===== src/rtl/alu_operand_stage_if.sv =====
// Handshake bundle between decode, writeback forwarding and the ALU.
// master: decode/ALU side (drives in_*, fwd_*, flush, out_ready); slave: the stage.
interface alu_operand_stage_if #(
    parameter int DATA_WIDTH = 32,
    parameter int REG_ADDR_W = 5
) ();
    logic                  flush;
    logic                  in_valid;
    logic                  in_ready;
    logic [DATA_WIDTH-1:0] in_rs1_data;
    logic [DATA_WIDTH-1:0] in_rs2_data;
    logic [REG_ADDR_W-1:0] in_rs1_addr;
    logic [REG_ADDR_W-1:0] in_rs2_addr;
    logic [DATA_WIDTH-1:0] in_pc;
    logic [DATA_WIDTH-1:0] in_imm;
    logic [1:0]            in_a_sel;
    logic [1:0]            in_b_sel;
    logic [2:0]            in_alu_op;
    logic [REG_ADDR_W-1:0] in_rd;
    logic                  fwd_valid;
    logic [REG_ADDR_W-1:0] fwd_rd;
    logic [DATA_WIDTH-1:0] fwd_data;
    logic                  out_valid;
    logic                  out_ready;
    logic [DATA_WIDTH-1:0] alu_a;
    logic [DATA_WIDTH-1:0] alu_b;
    logic [2:0]            alu_op;
    logic [REG_ADDR_W-1:0] out_rd;

    modport master (
        output flush, in_valid, in_rs1_data, in_rs2_data,
        output in_rs1_addr, in_rs2_addr, in_pc, in_imm,
        output in_a_sel, in_b_sel, in_alu_op, in_rd,
        output fwd_valid, fwd_rd, fwd_data, out_ready,
        input  in_ready, out_valid, alu_a, alu_b, alu_op, out_rd
    );

    modport slave (
        input  flush, in_valid, in_rs1_data, in_rs2_data,
        input  in_rs1_addr, in_rs2_addr, in_pc, in_imm,
        input  in_a_sel, in_b_sel, in_alu_op, in_rd,
        input  fwd_valid, fwd_rd, fwd_data, out_ready,
        output in_ready, out_valid, alu_a, alu_b, alu_op, out_rd
    );
endinterface


===== src/rtl/alu_operand_stage.sv =====
// Registered ALU issue stage: main + skid entry, operand select, WB forwarding.
// Ports: clk, rst_n (async active-low), bus (slave view of alu_operand_stage_if).
module alu_operand_stage #(
    parameter int DATA_WIDTH = 32,
    parameter int REG_ADDR_W = 5
) (
    input  logic               clk,
    input  logic               rst_n,
    alu_operand_stage_if.slave bus
);
    typedef struct packed {
        logic [DATA_WIDTH-1:0] rs1_data;
        logic [DATA_WIDTH-1:0] rs2_data;
        logic [DATA_WIDTH-1:0] pc;
        logic [DATA_WIDTH-1:0] imm;
        logic [REG_ADDR_W-1:0] rs1_addr;
        logic [REG_ADDR_W-1:0] rs2_addr;
        logic [REG_ADDR_W-1:0] rd;
        logic [1:0]            a_sel;
        logic [1:0]            b_sel;
        logic [2:0]            alu_op;
    } entry_t;

    typedef enum logic [1:0] {
        EMPTY = 2'd0,
        ONE   = 2'd1,
        FULL  = 2'd2
    } state_t;

    state_t state_q, state_n;
    entry_t main_q, main_n;
    entry_t skid_q, skid_n;
    entry_t in_e;
    logic   accept;
    logic   consume;

    // Entries keep raw register values so a later writeback can still patch them.
    function automatic entry_t fwd(
        input entry_t                e,
        input logic                  v,
        input logic [REG_ADDR_W-1:0] rd,
        input logic [DATA_WIDTH-1:0] d
    );
        entry_t r;
        r = e;
        if (v && rd != '0 && rd == e.rs1_addr) r.rs1_data = d;
        if (v && rd != '0 && rd == e.rs2_addr) r.rs2_data = d;
        return r;
    endfunction

    always_comb begin
        in_e          = '0;
        in_e.rs1_data = bus.in_rs1_data;
        in_e.rs2_data = bus.in_rs2_data;
        in_e.pc       = bus.in_pc;
        in_e.imm      = bus.in_imm;
        in_e.rs1_addr = bus.in_rs1_addr;
        in_e.rs2_addr = bus.in_rs2_addr;
        in_e.rd       = bus.in_rd;
        in_e.a_sel    = bus.in_a_sel;
        in_e.b_sel    = bus.in_b_sel;
        in_e.alu_op   = bus.in_alu_op;
    end

    assign accept  = bus.in_valid && (state_q != FULL);
    assign consume = (state_q != EMPTY) && bus.out_ready;

    always_comb begin
        entry_t in_f;
        entry_t main_f;
        entry_t skid_f;
        in_f    = fwd(in_e, bus.fwd_valid, bus.fwd_rd, bus.fwd_data);
        main_f  = fwd(main_q, bus.fwd_valid, bus.fwd_rd, bus.fwd_data);
        skid_f  = fwd(skid_q, bus.fwd_valid, bus.fwd_rd, bus.fwd_data);
        state_n = state_q;
        main_n  = main_f;
        skid_n  = skid_f;
        if (bus.flush) begin
            state_n = EMPTY;
        end else begin
            unique case (state_q)
                EMPTY: begin
                    if (accept) begin
                        main_n  = in_f;
                        state_n = ONE;
                    end
                end
                ONE: begin
                    if (consume && accept) begin
                        main_n = in_f;
                    end else if (consume) begin
                        state_n = EMPTY;
                    end else if (accept) begin
                        skid_n  = in_f;
                        state_n = FULL;
                    end
                end
                FULL: begin
                    if (consume) begin
                        main_n  = skid_f;
                        state_n = ONE;
                    end
                end
                default: state_n = EMPTY;
            endcase
        end
    end

    always_ff @(posedge clk or negedge rst_n) begin
        if (!rst_n) begin
            state_q <= EMPTY;
            main_q  <= '0;
            skid_q  <= '0;
        end else begin
            state_q <= state_n;
            main_q  <= main_n;
            skid_q  <= skid_n;
        end
    end

    // Reserved selects fall through to zero.
    always_comb begin
        bus.alu_a = '0;
        unique case (main_q.a_sel)
            2'd0:    bus.alu_a = main_q.rs1_data;
            2'd1:    bus.alu_a = main_q.pc;
            default: bus.alu_a = '0;
        endcase
    end

    always_comb begin
        bus.alu_b = '0;
        unique case (main_q.b_sel)
            2'd0:    bus.alu_b = main_q.rs2_data;
            2'd1:    bus.alu_b = main_q.imm;
            2'd2:    bus.alu_b = DATA_WIDTH'(4);
            default: bus.alu_b = '0;
        endcase
    end

    assign bus.alu_op    = main_q.alu_op;
    assign bus.out_rd    = main_q.rd;
    assign bus.out_valid = (state_q != EMPTY);
    assign bus.in_ready  = (state_q != FULL);
endmodule


===== src/flat_wrapper.sv =====
// flat-port wrapper written by rule: the top's interface ports become plain ports
module alu_operand_stage_flat 
#(
    parameter int DATA_WIDTH = 32,
    parameter int REG_ADDR_W = 5
)
  (clk, rst_n, bus_flush, bus_in_valid, bus_in_rs1_data, bus_in_rs2_data, bus_in_rs1_addr, bus_in_rs2_addr, bus_in_pc, bus_in_imm, bus_in_a_sel, bus_in_b_sel, bus_in_alu_op, bus_in_rd, bus_fwd_valid, bus_fwd_rd, bus_fwd_data, bus_out_ready, bus_in_ready, bus_out_valid, bus_alu_a, bus_alu_b, bus_alu_op, bus_out_rd);
  alu_operand_stage_if #(.DATA_WIDTH(DATA_WIDTH), .REG_ADDR_W(REG_ADDR_W)) bus_i ();
  input  logic clk;
  input  logic rst_n;
  input wire logic [$bits(bus_i.flush)-1:0] bus_flush;
  input wire logic [$bits(bus_i.in_valid)-1:0] bus_in_valid;
  input wire logic [$bits(bus_i.in_rs1_data)-1:0] bus_in_rs1_data;
  input wire logic [$bits(bus_i.in_rs2_data)-1:0] bus_in_rs2_data;
  input wire logic [$bits(bus_i.in_rs1_addr)-1:0] bus_in_rs1_addr;
  input wire logic [$bits(bus_i.in_rs2_addr)-1:0] bus_in_rs2_addr;
  input wire logic [$bits(bus_i.in_pc)-1:0] bus_in_pc;
  input wire logic [$bits(bus_i.in_imm)-1:0] bus_in_imm;
  input wire logic [$bits(bus_i.in_a_sel)-1:0] bus_in_a_sel;
  input wire logic [$bits(bus_i.in_b_sel)-1:0] bus_in_b_sel;
  input wire logic [$bits(bus_i.in_alu_op)-1:0] bus_in_alu_op;
  input wire logic [$bits(bus_i.in_rd)-1:0] bus_in_rd;
  input wire logic [$bits(bus_i.fwd_valid)-1:0] bus_fwd_valid;
  input wire logic [$bits(bus_i.fwd_rd)-1:0] bus_fwd_rd;
  input wire logic [$bits(bus_i.fwd_data)-1:0] bus_fwd_data;
  input wire logic [$bits(bus_i.out_ready)-1:0] bus_out_ready;
  output wire logic [$bits(bus_i.in_ready)-1:0] bus_in_ready;
  output wire logic [$bits(bus_i.out_valid)-1:0] bus_out_valid;
  output wire logic [$bits(bus_i.alu_a)-1:0] bus_alu_a;
  output wire logic [$bits(bus_i.alu_b)-1:0] bus_alu_b;
  output wire logic [$bits(bus_i.alu_op)-1:0] bus_alu_op;
  output wire logic [$bits(bus_i.out_rd)-1:0] bus_out_rd;
  assign bus_i.flush = bus_flush;
  assign bus_i.in_valid = bus_in_valid;
  assign bus_i.in_rs1_data = bus_in_rs1_data;
  assign bus_i.in_rs2_data = bus_in_rs2_data;
  assign bus_i.in_rs1_addr = bus_in_rs1_addr;
  assign bus_i.in_rs2_addr = bus_in_rs2_addr;
  assign bus_i.in_pc = bus_in_pc;
  assign bus_i.in_imm = bus_in_imm;
  assign bus_i.in_a_sel = bus_in_a_sel;
  assign bus_i.in_b_sel = bus_in_b_sel;
  assign bus_i.in_alu_op = bus_in_alu_op;
  assign bus_i.in_rd = bus_in_rd;
  assign bus_i.fwd_valid = bus_fwd_valid;
  assign bus_i.fwd_rd = bus_fwd_rd;
  assign bus_i.fwd_data = bus_fwd_data;
  assign bus_i.out_ready = bus_out_ready;
  assign bus_in_ready = bus_i.in_ready;
  assign bus_out_valid = bus_i.out_valid;
  assign bus_alu_a = bus_i.alu_a;
  assign bus_alu_b = bus_i.alu_b;
  assign bus_alu_op = bus_i.alu_op;
  assign bus_out_rd = bus_i.out_rd;
  alu_operand_stage #(.DATA_WIDTH(DATA_WIDTH), .REG_ADDR_W(REG_ADDR_W)) u_core (.clk(clk), .rst_n(rst_n), .bus(bus_i));
endmodule

===== config.mk =====
export PLATFORM = sky130hd
export DESIGN_NAME = alu_operand_stage_flat
export DESIGN_NICKNAME = d
export VERILOG_FILES = /design/src/rtl/alu_operand_stage_if.sv /design/src/rtl/alu_operand_stage.sv /design/src/flat_wrapper.sv
export SDC_FILE = /design/constraint.sdc
export NUM_CORES = 1
export LEC_CHECK = 0
export ABC_AREA = 1
export BUFFER_PORTS_ARGS = -buffer_cell sky130_fd_sc_hd__buf_2
export CAP_MARGIN = 20
export CORE_MARGIN = 2
export CORE_UTILIZATION = 25
export DETAILED_ROUTE_END_ITERATION = 6
export SLEW_MARGIN = 20
export SYNTH_ARGS = -nofsm -noshare
export SYNTH_HDL_FRONTEND = slang
export SYNTH_SLANG_ARGS = --single-unit

===== constraint.sdc =====
create_clock -name clk -period 1.6 [get_ports clk]
set_input_delay 0.08 -clock clk [delete_from_list [all_inputs] [get_ports clk]]
set_output_delay 0.08 -clock clk [all_outputs]
set_load 0.005 [all_outputs]

Word level (Yosys, flattened, before mapping). Cells that the tools add are included.

Eq/ne operators: 19. Multiplexer cells: 25. Bitwise operators: 3. Reduce and logical (&&, ||, !) cells: 19.

Operators by type and width (count): $mux 150 (9); $pmux 150 s3 (1); $mux 32 (6); $pmux 32 s3 (1); $pmux 32 s2 (1); $eq 5x5->1 (6); $mux 2 (6); $logic_and 1x1->1 (10); $reduce_and 5->1 (2); $eq 2x1->1 const B (3); $logic_not 2->1 (3); $ne 2x1->1 const B (3); $ne 3x2->1 const B (2); $pmux 2 s3 (1); $reduce_bool 5->1 (1); $eq 2x2->1 const B (2); $ne 4x2->1 const B (1); $reduce_and 4->1 (1); $ne 3x3->1 const B (1); $not 1->1 (3); $reduce_bool 3->1 (1); $ne 2x2->1 const B (1); $reduce_bool 2->1 (1).

Flip-flop bits (word level): 302. Bits of input ports: 193. Output and inout port bits: 74. Word-level logic and storage cells: 87.

Longest topological paths before layout.
Depth in word-level cells: 9. Mapped depth: 13.

Worst setup path after synthesis. No wires, ideal clock.

Kind: flip-flop to flip-flop. Start point: register u_core.state_q[0]. End point: register u_core.main_q (netlist bit u_core.bus.out_rd[0]). Data arrival time: 1.562 ns. Required time: 1.472 ns. Setup slack: -0.089 ns. Stages on the path, launching flop included: 8. Cells stage by stage: dfrtp_1 > inv_2 > o21ai_2 > inv_2 > o21ai_2 > buf_4 > buf_4 > mux2_1.

Word-level cells in the longest chain between the ends: 5. Elaborated cells on any way between the ends: 14. Those cells by class: eq/ne (6); mux (1); reduce/logical (7).

Ends and longest elaborated chain: from (decl) (line alu_operand_stage.sv:30) `state_t state_q, state_n;`; from (signal assigned) (line alu_operand_stage.sv:115) `state_q <= state_n;`; $ne 2x2->1 or $reduce_bool 2->1 (tied branches) (line alu_operand_stage.sv:65, alu_operand_stage.sv:66); $logic_and 1x1->1, on equally long branches (line alu_operand_stage.sv:65, alu_operand_stage.sv:66); $logic_and 1x1->1 (line alu_operand_stage.sv:89) `if (consume && accept) begin`; $ne 2x1->1 (no source line); $reduce_and 5->1 (no source line); to (signal assigned) (line alu_operand_stage.sv:116) `main_q <= main_n;`; to (decl) (line alu_operand_stage.sv:31) `entry_t main_q, main_n;`.

Several ways; a longest one is shown, not always the timed one. A chain may end at the register's enable or synchronous reset.

==> metrics <==
period utilization=120%; Area Overhead vs Synth=70.7%; outcome=finished, violations left; Reg2Reg Depth=11; PwrDens=1100 mW/mm²; commonest cells after routing, fill and taps aside=502 x nand2_1, 320 x inv_1, 313 x nand3_1, 301 x dfrtp_1, 254 x buf_2; CP Data Required Time=roughly 2.0 ns; Switch Pwr=between 10,000 and 15,000 µW; pin count of the biggest net entering global routing=49; Leak=between 0.015 and 0.02 µW; Final Hold Vio Count=0; Setup TNS=-58.34 ns; Comb power frac=39.1%; slowest cell on the critical path=dfrtp_1; worst endpoint data arrival time=2.36 ns; Final Max Slew Viols=0; crit path max fanout=7; Rows=just under 100; WL final=87.3 mm; initial antenna violation count=2; Final Util=a little over two fifths; Slowest Stage Delay on Critical Path=0.41 ns; Worst Slack Setup Final=-0.324 ns; TritonCTS clock tree=yes; min Tclk post-route=slightly below 2 ns; Post-Syn Nets=2,610; gp weighted congestion=0.855; htree depth=2; nets=3,170; GR Overflow Total=0; Slew @ Worst Pin=0.499 ns; sequential element share of the synthesized area=43.0%; DR WL/cell=about 22 µm; CP cell instances=inv_2 > nor2_4 > buf_6 > nor2_4 > nand4_1 > buf_12 > buf_12 > clkbuf_16 > clkbuf_16 > nand3_2 > o21ai_1; worst skew pair latency=between 0.5 and 0.6 ns; DRC viols=0; Post-DRT Antenna Nets=0; drt first pass iters=5; Clock Pin Slew Worst Setup and Hold Paths=around 0.060 ns; Fillers=6,583; die width=269 µm; first-pass GRT wire length=116 mm; DR iter-0 viols=2,210; category of the most critical setup path=reg -> reg; r2r endpoint=u_core.skid_q[134]; Initial Utilization=25.2%; syn avg cell area=7.27 µm²; Fin Clk Skew=0.0274 ns; switching part of the total power=~36%; worst hold path class=in -> async; violated checks=negative setup slack; vias in the first global route=between 15,000 and 20,000; Cell Area, Synth=0.0176 mm²; Critical R2R Launch=u_core.state_q[1]; peak supply drop=roughly 0.73 mV; Netlist cell types=29; via count=20,300; Flop pwr share=33.5%; Peak Freq=between 500 and 600 MHz; Pint=21,000 µW; clock tree buffer depth=3; cell family with most CP delay=buffers and inverters; Die Span Y=269 µm; I/O Pins=267; Max transition margin=between 60% and 70%; Crit. End Element=register; CP Buf/Inv Count=6; Critical Path Start Type=register; final setup fails=~360; Tot GR Track Use=20.7%; Clk pwr share=27.4%; Max Cap Viol=0; CTS buffer count=37; die area=0.0724 mm²; PortBufs=266; unrepaired setup endpoints after global routing=yes; synth warn=0; layout cells sized above 1=40.2%; DR vias/cell=a little over 5; commonest non-fill, non-tap cell in the layout=nand2_1; synthesized flop and latch total=302; DP Wirelength=49.6 mm; CTS sink cnt=302; Post-Syn Instances=~2,400; R2R Setup Slk=-0.32 ns; Root Buffer=clkbuf_16; core footprint=~0.070 mm²
timing repair:
item / in CTS / in global routing
endpoints found under the hold margin: 535 / 0
gates resized for setup: 457 / 671
buffers inserted: 43 / 36
hold buffers: 148 / 0
endpoints found under the setup margin: 340 / 365
cloned: 34 / 53
pin swaps: 39 / 188
synthesized netlist by cell type:
cell type	n	share of area, %
nand2_1	641	14
nand3_1	484	14
inv_1	327	7.0
dfrtp_1	302	43
o21ai_0	262	7.5
buf_2	89	2.5
mux2_2	72	4.6
clkbuf_1	66	1.4
nand4_1	33	1.2
o21ai_1	30	0.85
nor2_1	20	0.43
buf_4	17	0.73
mux2_1	12	0.77
xor2_1	12	0.60
xnor2_1	8	0.40
o22ai_1	6	0.21
buf_1	5	0.11
inv_2	5	0.11
nor2_2	5	0.18
a21oi_1	4	0.11
nand2_2	3	0.11
nor3_2	3	0.17
a211oi_1	2	0.085
nor3_4	2	0.19
o21ai_2	2	0.10
o31ai_1	2	0.085
a22oi_1	1	0.043
nand3_2	1	0.057
or2_2	1	0.036
metrics by stage:
stage | total power (µW) | hold WS [ns] | cell area (µm²) | cells | setup WS (ns)
2_1_floorplan | 15400 | -0.216 | 17600 | 2417 | 0.0105
3_3_place_gp | 18600 | 0.00829 | 21100 | 3593 | -0.0958
3_5_place_dp | 18800 | 0.00543 | 21100 | 3593 | -0.141
4_1_cts | 29900 | 0.00431 | 26500 | 3879 | -0.278
5_1_grt | 34500 | 0.0459 | 30000 | 3947 | -0.336
6_report | 33000 | 0.0251 | 30000 | 3947 | -0.324
power groups by stage:
stage / Sequential [µW] / Combinational (µW) / Clock [µW]
after floorplan: 10600 / 4770 / 0
after global placement: 10700 / 7900 / 0
after detailed placement: 10800 / 8010 / 0
after CTS: 10700 / 10100 / 9060
after global routing: 11300 / 13800 / 9460
final: 11100 / 12900 / 9040
final cells by class:
type                            instances  area, µm²  area share, %
Antenna cell                            1       2.50        0.00834
Inverter                              332       1260           4.19
Clock buffer                           55       1160           3.85
Clock inverter                         13        129          0.430
Sequential cell                       302       7560           25.2
Multi-Input combinational cell       1607      11000           36.8
Tap cell                              940       1180           3.92
Timing Repair Buffer                  697       7700           25.7
routing by layer:
layer	vias up	GRT usage, %	part of all wire, %
met5	-	0	0
li1	8979	-	-
met4	0	7.28	4.8
met2	1127	33.4	46
met1	9954	28.1	41
met3	220	2.99	8.4
cell families after synthesis:
logic type,Yosys count,share of synthesized area (%)
compound gates,309,8.96
flops,302,43.0
mux,84,5.38
buf+inv,509,11.9
xor+xnor,20,0.997
simple gates,1193,29.8
worst max-delay path by stage:
stage | from | endpoint | slack, ns | cells past startpoint
after floorplan | u_core.state_q[0] | u_core.main_q[3] | 0.01 | 7
after global placement | u_core.state_q[1] | u_core.skid_q[118] | -0.1 | 9
after detailed placement | u_core.state_q[0] | u_core.main_q[134] | -0.14 | 8
after CTS | u_core.main_q[5] | bus_alu_a[1] | -0.28 | 5
after global routing | u_core.state_q[1] | u_core.skid_q[135] | -0.34 | 11
final | u_core.state_q[1] | u_core.skid_q[134] | -0.32 | 11
state kept, by name, summed over array words and instances, names as in the netlist:
| name | cells |
|---|---|
| u_core.main_q | 142 |
| u_core.bus.alu_op | 3 |
| u_core.skid_q | 150 |
| u_core.state_q | 2 |
| u_core.bus.out_rd | 5 |
(Power assumes the default switching activity.)
